File: src/rtl/imem_loader_if.sv
// Byte stream in, instruction-memory write bus out.
// master = byte source / memory side, slave = imem_loader.
interface imem_loader_if;
  logic        rx_valid;
  logic [7:0]  rx_data;
  logic        rx_ready;
  logic        we;
  logic [31:0] wr_addr;
  logic [31:0] wr_data;

  modport master (output rx_valid, rx_data, input rx_ready, we, wr_addr, wr_data);
  modport slave  (input rx_valid, rx_data, output rx_ready, we, wr_addr, wr_data);
endinterface

File: src/rtl/imem_loader.sv
// imem_loader: serial boot loader. It receives a 4-byte little-endian word
// count N, then N little-endian words, and writes each word to instruction
// memory at BASE_ADDR + 4*k.
// Optional feature: define IMEM_LOADER_CHECKSUM_EN to append a trailing
// checksum byte (modulo-256 sum of the data bytes) that is checked against
// the received data.
module imem_loader #(
  parameter logic [31:0] BASE_ADDR = 32'h0000_0000,
  parameter int          MAX_WORDS = 16384
) (
  input  logic          clk,
  input  logic          rst,
  input  logic          start,
  imem_loader_if.slave  bus,
  output logic          busy,
  output logic          done,
  output logic          err
);
  // The word counter is at least 15 bits and always wide enough to hold
  // MAX_WORDS, so it cannot wrap.
  localparam int WCW = ($clog2(MAX_WORDS + 1) > 15) ? $clog2(MAX_WORDS + 1) : 15;

  typedef enum logic [2:0] {
    IDLE, HDR, DATA, WRITE,
`ifdef IMEM_LOADER_CHECKSUM_EN
    CSUM,
`endif
    DONE
  } state_t;

  // State entered once the last word is written, or when the header gives N=0.
`ifdef IMEM_LOADER_CHECKSUM_EN
  localparam state_t TAIL = CSUM;
`else
  localparam state_t TAIL = DONE;
`endif

  state_t           state, next;
  logic [1:0]       byte_cnt;
  logic [23:0]      sreg;        // first three bytes of the header or word
  logic [WCW-1:0]   word_cnt;
  logic [WCW-1:0]   word_total;
  logic [WCW:0]     word_nxt;
  logic             accept;
  logic             last_byte;
  logic [31:0]      full_word;
  logic             too_big;
`ifdef IMEM_LOADER_CHECKSUM_EN
  logic [7:0]       csum;
`endif

  assign accept    = bus.rx_valid & bus.rx_ready;
  assign last_byte = accept & (byte_cnt == 2'd3);
  assign full_word = {bus.rx_data, sreg};
  assign too_big   = full_word > 32'(MAX_WORDS);
  assign word_nxt  = {1'b0, word_cnt} + (WCW+1)'(1);

  // All status/handshake outputs are pure decodes of the state register.
  assign bus.rx_ready = (state == HDR) | (state == DATA)
`ifdef IMEM_LOADER_CHECKSUM_EN
                      | (state == CSUM)
`endif
                      ;
  assign bus.we = (state == WRITE);
  assign busy   = (state != IDLE) & (state != DONE);
  assign done   = (state == DONE);

  // State register; reset wins over everything, dropping any partial word.
  always_ff @(posedge clk) begin
    if (rst) state <= IDLE;
    else     state <= next;
  end

  // Next-state decode; rx_valid=0 leaves every state except WRITE in place.
  always_comb begin
    next = state;
    case (state)
      IDLE, DONE: if (start) next = HDR;
      HDR: if (last_byte) begin
        if (full_word == 32'd0) next = TAIL;
        else if (too_big)       next = DONE;
        else                    next = DATA;
      end
      DATA:  if (last_byte) next = WRITE;
      WRITE: next = (word_nxt < {1'b0, word_total}) ? DATA : TAIL;
`ifdef IMEM_LOADER_CHECKSUM_EN
      CSUM:  if (accept) next = DONE;
`endif
      default: next = IDLE;
    endcase
  end

  // Datapath: byte assembly, counters, write address/data capture, error flag.
  always_ff @(posedge clk) begin
    if (rst) begin
      byte_cnt    <= '0;
      sreg        <= '0;
      word_cnt    <= '0;
      word_total  <= '0;
      bus.wr_addr <= '0;
      bus.wr_data <= '0;
      err         <= 1'b0;
`ifdef IMEM_LOADER_CHECKSUM_EN
      csum        <= '0;
`endif
    end else begin
      case (state)
        IDLE, DONE: if (start) begin
          err        <= 1'b0;
          byte_cnt   <= '0;
          word_cnt   <= '0;
          word_total <= '0;
`ifdef IMEM_LOADER_CHECKSUM_EN
          csum       <= '0;
`endif
        end
        HDR: if (accept) begin
          byte_cnt <= byte_cnt + 2'd1;
          sreg     <= {bus.rx_data, sreg[23:8]};
          if (byte_cnt == 2'd3) begin
            word_total <= full_word[WCW-1:0];
            if (too_big) err <= 1'b1;
          end
        end
        DATA: if (accept) begin
          byte_cnt <= byte_cnt + 2'd1;
          sreg     <= {bus.rx_data, sreg[23:8]};
`ifdef IMEM_LOADER_CHECKSUM_EN
          csum     <= csum + bus.rx_data;
`endif
          // Latch the write now so wr_addr/wr_data are registered in WRITE.
          if (byte_cnt == 2'd3) begin
            bus.wr_data <= full_word;
            bus.wr_addr <= BASE_ADDR + (32'(word_cnt) << 2);
          end
        end
        WRITE: word_cnt <= word_nxt[WCW-1:0];
`ifdef IMEM_LOADER_CHECKSUM_EN
        CSUM: if (accept && (bus.rx_data != csum)) err <= 1'b1;
`endif
        default: ;
      endcase
    end
  end
endmodule
File: src/flat_wrapper.sv
// flat-port wrapper written by rule: the top's interface ports become plain ports
module imem_loader_flat 
#(
  parameter logic [31:0] BASE_ADDR = 32'h0000_0000,
  parameter int          MAX_WORDS = 16384
)
  (clk, rst, start, busy, done, err, bus_rx_valid, bus_rx_data, bus_rx_ready, bus_we, bus_wr_addr, bus_wr_data);
  imem_loader_if bus_i ();
  input  logic clk;
  input  logic rst;
  input  logic start;
  output logic busy;
  output logic done;
  output logic err;
  input wire logic [$bits(bus_i.rx_valid)-1:0] bus_rx_valid;
  input wire logic [$bits(bus_i.rx_data)-1:0] bus_rx_data;
  output wire logic [$bits(bus_i.rx_ready)-1:0] bus_rx_ready;
  output wire logic [$bits(bus_i.we)-1:0] bus_we;
  output wire logic [$bits(bus_i.wr_addr)-1:0] bus_wr_addr;
  output wire logic [$bits(bus_i.wr_data)-1:0] bus_wr_data;
  assign bus_i.rx_valid = bus_rx_valid;
  assign bus_i.rx_data = bus_rx_data;
  assign bus_rx_ready = bus_i.rx_ready;
  assign bus_we = bus_i.we;
  assign bus_wr_addr = bus_i.wr_addr;
  assign bus_wr_data = bus_i.wr_data;
  imem_loader #(.BASE_ADDR(BASE_ADDR), .MAX_WORDS(MAX_WORDS)) u_core (.clk(clk), .rst(rst), .start(start), .bus(bus_i), .busy(busy), .done(done), .err(err));
endmodule
File: config.mk
export PLATFORM = sky130hd
export DESIGN_NAME = imem_loader_flat
export DESIGN_NICKNAME = d
export VERILOG_FILES = /design/src/rtl/imem_loader_if.sv /design/src/rtl/imem_loader.sv /design/src/flat_wrapper.sv
export SDC_FILE = /design/constraint.sdc
export NUM_CORES = 1
export LEC_CHECK = 0
export ABC_CLOCK_PERIOD_IN_PS = 3000
export CORE_MARGIN = 2
export CORE_UTILIZATION = 53
export CTS_CLUSTER_DIAMETER = 80
export DETAILED_ROUTE_END_ITERATION = 10
export PLACE_DENSITY = 0.89
export RECOVER_POWER = 50
export SLEW_MARGIN = 20
export SYNTH_ARGS = -nofsm -noshare
export SYNTH_HDL_FRONTEND = slang
export SYNTH_SLANG_ARGS = --single-unit
File: constraint.sdc
create_clock -name clk -period 3 [get_ports clk]
set_input_delay 0.6 -clock clk [delete_from_list [all_inputs] [get_ports clk]]
set_output_delay 0.6 -clock clk [all_outputs]
set_load 0.01 [all_outputs]
# Word-level counts from Yosys, hierarchy flattened
# Index checks and enable logic that the tools add are counted.
[word_totals]
ff_bits = 107
input_bits = 12
output_inout_bits = 69
elab_cells = 64
[op_classes]
n_addsub = 2
order_cmp = 2
eq_ne = 13
n_mux = 20
bitwise = 4
n_reduce_logical = 15
[ops]
columns = ["op", "n"]
rows = [
  ["case mux 15 bit (2 select lines)", 2],
  ["2-to-1 mux 15 bit", 3],
  ["greater-than comparator 32 x 15 -> 1 bit (second input constant)", 1],
  ["zero test 32 bit", 1],
  ["2-to-1 mux 3 bit", 6],
  ["adder 15 x 1 -> 16 bit (second input constant)", 1],
  ["< comparator 16 x 15 -> 1 bit", 1],
  ["inequality test 2 x 1 -> 1 bit (second input constant)", 6],
  ["case mux 3 bit (4 select lines)", 1],
  ["AND reduction 3 bit", 3],
  ["equality test 3 x 2 -> 1 bit (second input constant)", 2],
  ["nonzero test 2 bit", 3],
  ["AND reduction 5 bit", 1],
  ["2-to-1 mux 1 bit", 4],
  ["2-to-1 mux 2 bit", 2],
  ["case mux 2 bit (2 select lines)", 1],
  ["AND reduction 2 bit", 2],
  ["AND reduction 4 bit", 1],
  ["OR reduction 2 bit", 2],
  ["bitwise AND 1 bit", 3],
  ["equality test 3 x 1 -> 1 bit (second input constant)", 1],
  ["equality test 3 bit (second input constant)", 1],
  ["zero test 3 bit", 1],
  ["inequality test 3 bit (second input constant)", 1],
  ["6 further kinds", 6],
]

# Longest topological paths before layout
[logic_depth]
word_depth = 6
mapped_depth = 12
mapped_depth_nobuf = 11

# Worst setup path before layout
# OpenSTA, ideal clock, no wires.
[synth_path]
path_kind = "reg-to-reg"
from = "reg u_core.word_cnt[6]"
to = "reg u_core.state[2]"
setup_time_ps = 62
arrival_time_ps = 2522
t_required_ps = 2938
slack_ps = 416
stages_incl_launch_ff = 12
path_buffers = 1
synth_period_minus_slack_ps = 2584
path_cell_list = "dfxtp_1 > buf_2 > and4_4 > nand4_2 > o21a_1 > or2_2 > ha_1 > and3_1 > nand2_1 > o41a_1 > a31o_1 > nand3_1"
[synth_between]
elab_chain_len = 4
[synth_rtl]
columns = ["element", "line_no", "rtl"]
rows = [
  ["start: declaration", "imem_loader.sv:41", "logic [WCW-1:0] word_cnt;"],
  ["start signal: assignment", "imem_loader.sv:137", "WRITE: word_cnt <= word_nxt[WCW-1:0];"],
  ["adder 15 x 1 -> 16 bit", "imem_loader.sv:56", "assign word_nxt = {1'b0, word_cnt} + (WCW+1)'(1);"],
  ["< comparator 16 x 15 -> 1 bit", "imem_loader.sv:85", "WRITE: next = (word_nxt < {1'b0, word_total}) ? DATA : TAIL;"],
  ["2-to-1 mux 3 bit", "imem_loader.sv:85", ""],
  ["case mux 3 bit (4 select lines)", "imem_loader.sv:77", "case (state)"],
  ["end signal: assignment", "imem_loader.sv:71", "else state <= next;"],
  ["end: declaration", "imem_loader.sv:38", "state_t state, next;"],
]
# No other way between the ends.
# A chain may end at the register's enable or synchronous reset.

# Worst setup path after layout
[layout_path]
from = "reg u_core.word_cnt[6]"
to = "reg u_core.state[1]"
# Same word-level chain as after synthesis.

==> impl_metrics.csv <==
group,metric,value,unit
outcome,status,"finished, final reports clean",
routing,drt_iter0_drc,257,
routing,via_per_inst,5.64,
layout,fin_area,5620,um^2
die,io_pins,81,
synth,yosysSeqAreaShare,43.9,%
cts,cts_setup_buffers,0,
layout,diodes,0,
grt,grt_overflow,0,
cts,path_clk_slew,100,ps
die,die_height,100,um
worst_setup_path,slowest_stage,"dfxtp_1",
cts,clk_path_buf_depth,2,
worst_setup_path,path_class,"flop to flop",
worst_setup_path,crit_path_cell_trace,"and4_4 > nand4_2 > o21a_1 > or2_2 > ha_1 > and3_1 > nand2_1 > o41a_1 > nand3_1 > o221ai_1",
synth,yosys-top-cells-area,"dfxtp_1 (44%), nand2_1 (13%), a21oi_1 (11%)",
sta,hold_viol,0,
sta,max_freq,358,MHz
worst_setup_path,startpoint_type,"flop",
worst_setup_path,cp-end-kind,"flop",
die,die_area,9990,um^2
synth,ys.flop_type,"dfxtp_1",
grt,grt_pass1_vias,4001,
min_path,min_from,"u_core.bus.wr_addr[15]",
die,core_area,9060,um^2
sta,setup_tns,0,ps
grt,grt_max_degree,106,
sta,skew,8.06,ps
worst_setup_path,reg2reg_to,"u_core.state[1]",
layout,utilization,62.0,%
synth,ys_warn_count,0,
worst_setup_path,ff2ff_path_depth,10,
placed_design,hpwlAfterDp,7.79,mm
sta,hold_slack,453,ps
worst_setup_path,crit_path_max_incr_delay,470,ps
cts,ctsResizeCount,0,
synth,synth_edf_count,0,
worst_setup_path,cp.required,3250,ps
placed_design,place_area,5460,um^2
routing,first_pass_iters,5,
worst_setup_path,critPathMaxFanout,8,
sta,finalMaxSlewViolations,0,
die,dieWidth,100,um
layout,layoutNonFillerInstCount,782,
synth,synthCells,624,
min_path,worstHoldPathCells,2,
cts,cts_tree,"done",
placed_design,place.port_buffers,63,
min_path,hold_path.class,"flop to flop",
job,cap_violations,0,
worst_setup_path,critPathArrivalTime,3040,ps
worst_setup_path,rrSetupSlack,210,ps
synth,async_flop_share,0,%
die,rows,35,
sta,slew_headroom,22.0,%
cts,htreeDepth,3,
synth,synth_common_cells,"nand2_1 (171), a21oi_1 (107), dfxtp_1 (107)",
cts,clock-root-buffer,"clkbuf_8",
sta,worstMarginPinSlew,1170,ps
cts,cts_sinks,107,
layout,drive_gt1_share,5.22,%
power,total_power,2.39,mW
synth,synth_top_cell_by_area,"dfxtp_1",
power,p_per_area,424,nW/um^2
placed_design,dp_cells,766,
sta,rsz0062_at_grt,"no",
cts,cts_hold_buf,0,
routing,routedWlPerCell,14.5,um
synth,synth_area,4880,um^2
sta,setup_violations,0,
routing,drt_wl_total,11.3,mm
cts,clock_latency,360,ps
power,leakage,2.13,nW
power,irDropWorstVdd,0.379,mV
die,start_util,53.8,%
routing,remaining_drc_errors,0,
grt,antenna_found_initial,0,
sta,fin_crit_sh,93.1,%
cts,numCtsBuffers,9,
sta,layout_setup_ws,208,ps
synth,synth-seq-cells,107,
synth,synth_cell_types,51,
routing,ant_nets,0,
placed_design,dp_slack,238,ps
min_path,whs_endpoint,"u_core.bus.wr_addr[15]",
layout,nets,694,
worst_setup_path,cpLargestDelayFamily,"simple AND/OR/NAND/NOR gates",
layout,syn_to_final_growth,15.2,%
placed_design,place.gp.congestion,0.924,
synth,synth_top_cell_area_share,43.9,%
synth,synth.avg_cell_area,7.82,um^2
routing,num_vias,4410,
worst_setup_path,critPathBufInv,0,
grt,grt_usage,22.4,%
grt,grt_pass1_wl,18.2,mm
sta,fin_crit,2790,ps
worst_setup_path,reg2reg_from,"u_core.word_cnt[6]",
synth,post-synth-top-count-cell,"nand2_1",
-- worst register-to-register path, delay by kind of cell, from the launching register on --
family                   cells  cell delay, ps
adder cells (fa/ha/maj)      1             290
AND/OR/NAND/NOR              6            1130
flip-flops                   1             470
AO/OA/AOI/OAI                3             780
-- worst max path at each step --
stage          slack, ps  cells after the start                    to                from
2_1_floorplan        420                     11       u_core.state[2]  u_core.word_cnt[6]
3_3_place_gp         340                     10       u_core.state[2]  u_core.word_cnt[6]
3_5_place_dp         240                     10       u_core.state[1]  u_core.word_cnt[6]
4_1_cts              230                     10       u_core.state[1]  u_core.word_cnt[6]
5_1_grt               50                      6  u_core.word_total[3]     u_core.state[1]
6_report             210                     10       u_core.state[1]  u_core.word_cnt[6]
-- where the power goes --
group / internal, mW / total [mW] / switching [mW]
clock network: 0.310 / 0.800 / 0.490
registers: 1.43 / 1.44 / 0.0120
logic: 0.0454 / 0.145 / 0.0996
total: 1.78 / 2.39 / 0.602
-- layout by cell type (no fill, tap or decap), types with 2 or more instances in the layout --
master,Yosys,layout
a21o_1,3,3
a21oi_1,107,107
a22oi_1,4,4
and2_1,4,4
and3_1,3,3
and4_4,2,2
buf_4,24,5
clkbuf_1,18,3
clkbuf_8,0,9
clkdlybuf4s50_1,0,14
clkinv_4,0,2
conb_1,1,17
dfxtp_1,107,107
dlygate4sd3_1,0,48
ha_1,16,16
inv_1,21,21
inv_6,0,2
nand2_1,171,171
nand3_1,26,26
nand3b_1,3,3
nand4_1,5,5
nor2_1,23,23
nor3_1,6,5
nor4_1,7,7
o211ai_1,2,2
o21a_1,6,6
o21ai_0,9,9
or3_1,5,5
xnor2_1,8,8
xor2_1,5,5
-- cell type report --
cell class | count | area, um^2
Tap cell | 111 | 139
Timing Repair Buffer | 72 | 696
Fill cell | 779 | 3440
Multi-Input combinational cell | 455 | 2390
Sequential cell | 107 | 2140
Clock buffer | 10 | 128
Clock inverter | 6 | 47.5
Inverter | 21 | 78.8
-- per-layer routing --
| metal | wire length, um | vias to the layer above | part of all wire, % | track usage, % |
|---|---|---|---|---|
| li1 | - | 2164 | - | - |
| met1 | 4550 | 2053 | 40 | 26.7 |
| met2 | 5690 | 160 | 50 | 38.9 |
| met3 | 731 | 33 | 6.5 | 5.08 |
| met4 | 338 | 0 | 3.0 | 9.48 |
| met5 | 0 | - | 0 | 0 |
-- flip-flops by register name, summed over array words and instances (netlist names) --
name                count
u_core.sreg            24
u_core.state            3
u_core.word_cnt        15
u_core.bus.wr_data     32
u_core.word_total      15
u_core.bus.wr_addr     15
u_core.err              1
u_core.byte_cnt         2
-- logic make-up after synthesis --
kind of cell | share of synthesized area (%)
AND/OR/NAND/NOR | 24.0
flip-flops | 43.9
multiplexers | 0.205
adder cells (fa/ha/maj) | 4.10
other | 0.0768
AO/OA/AOI/OAI | 16.9
buffers and inverters | 8.46
XOR/XNOR | 2.33
Note: power is estimated with default switching activity, not from simulation.
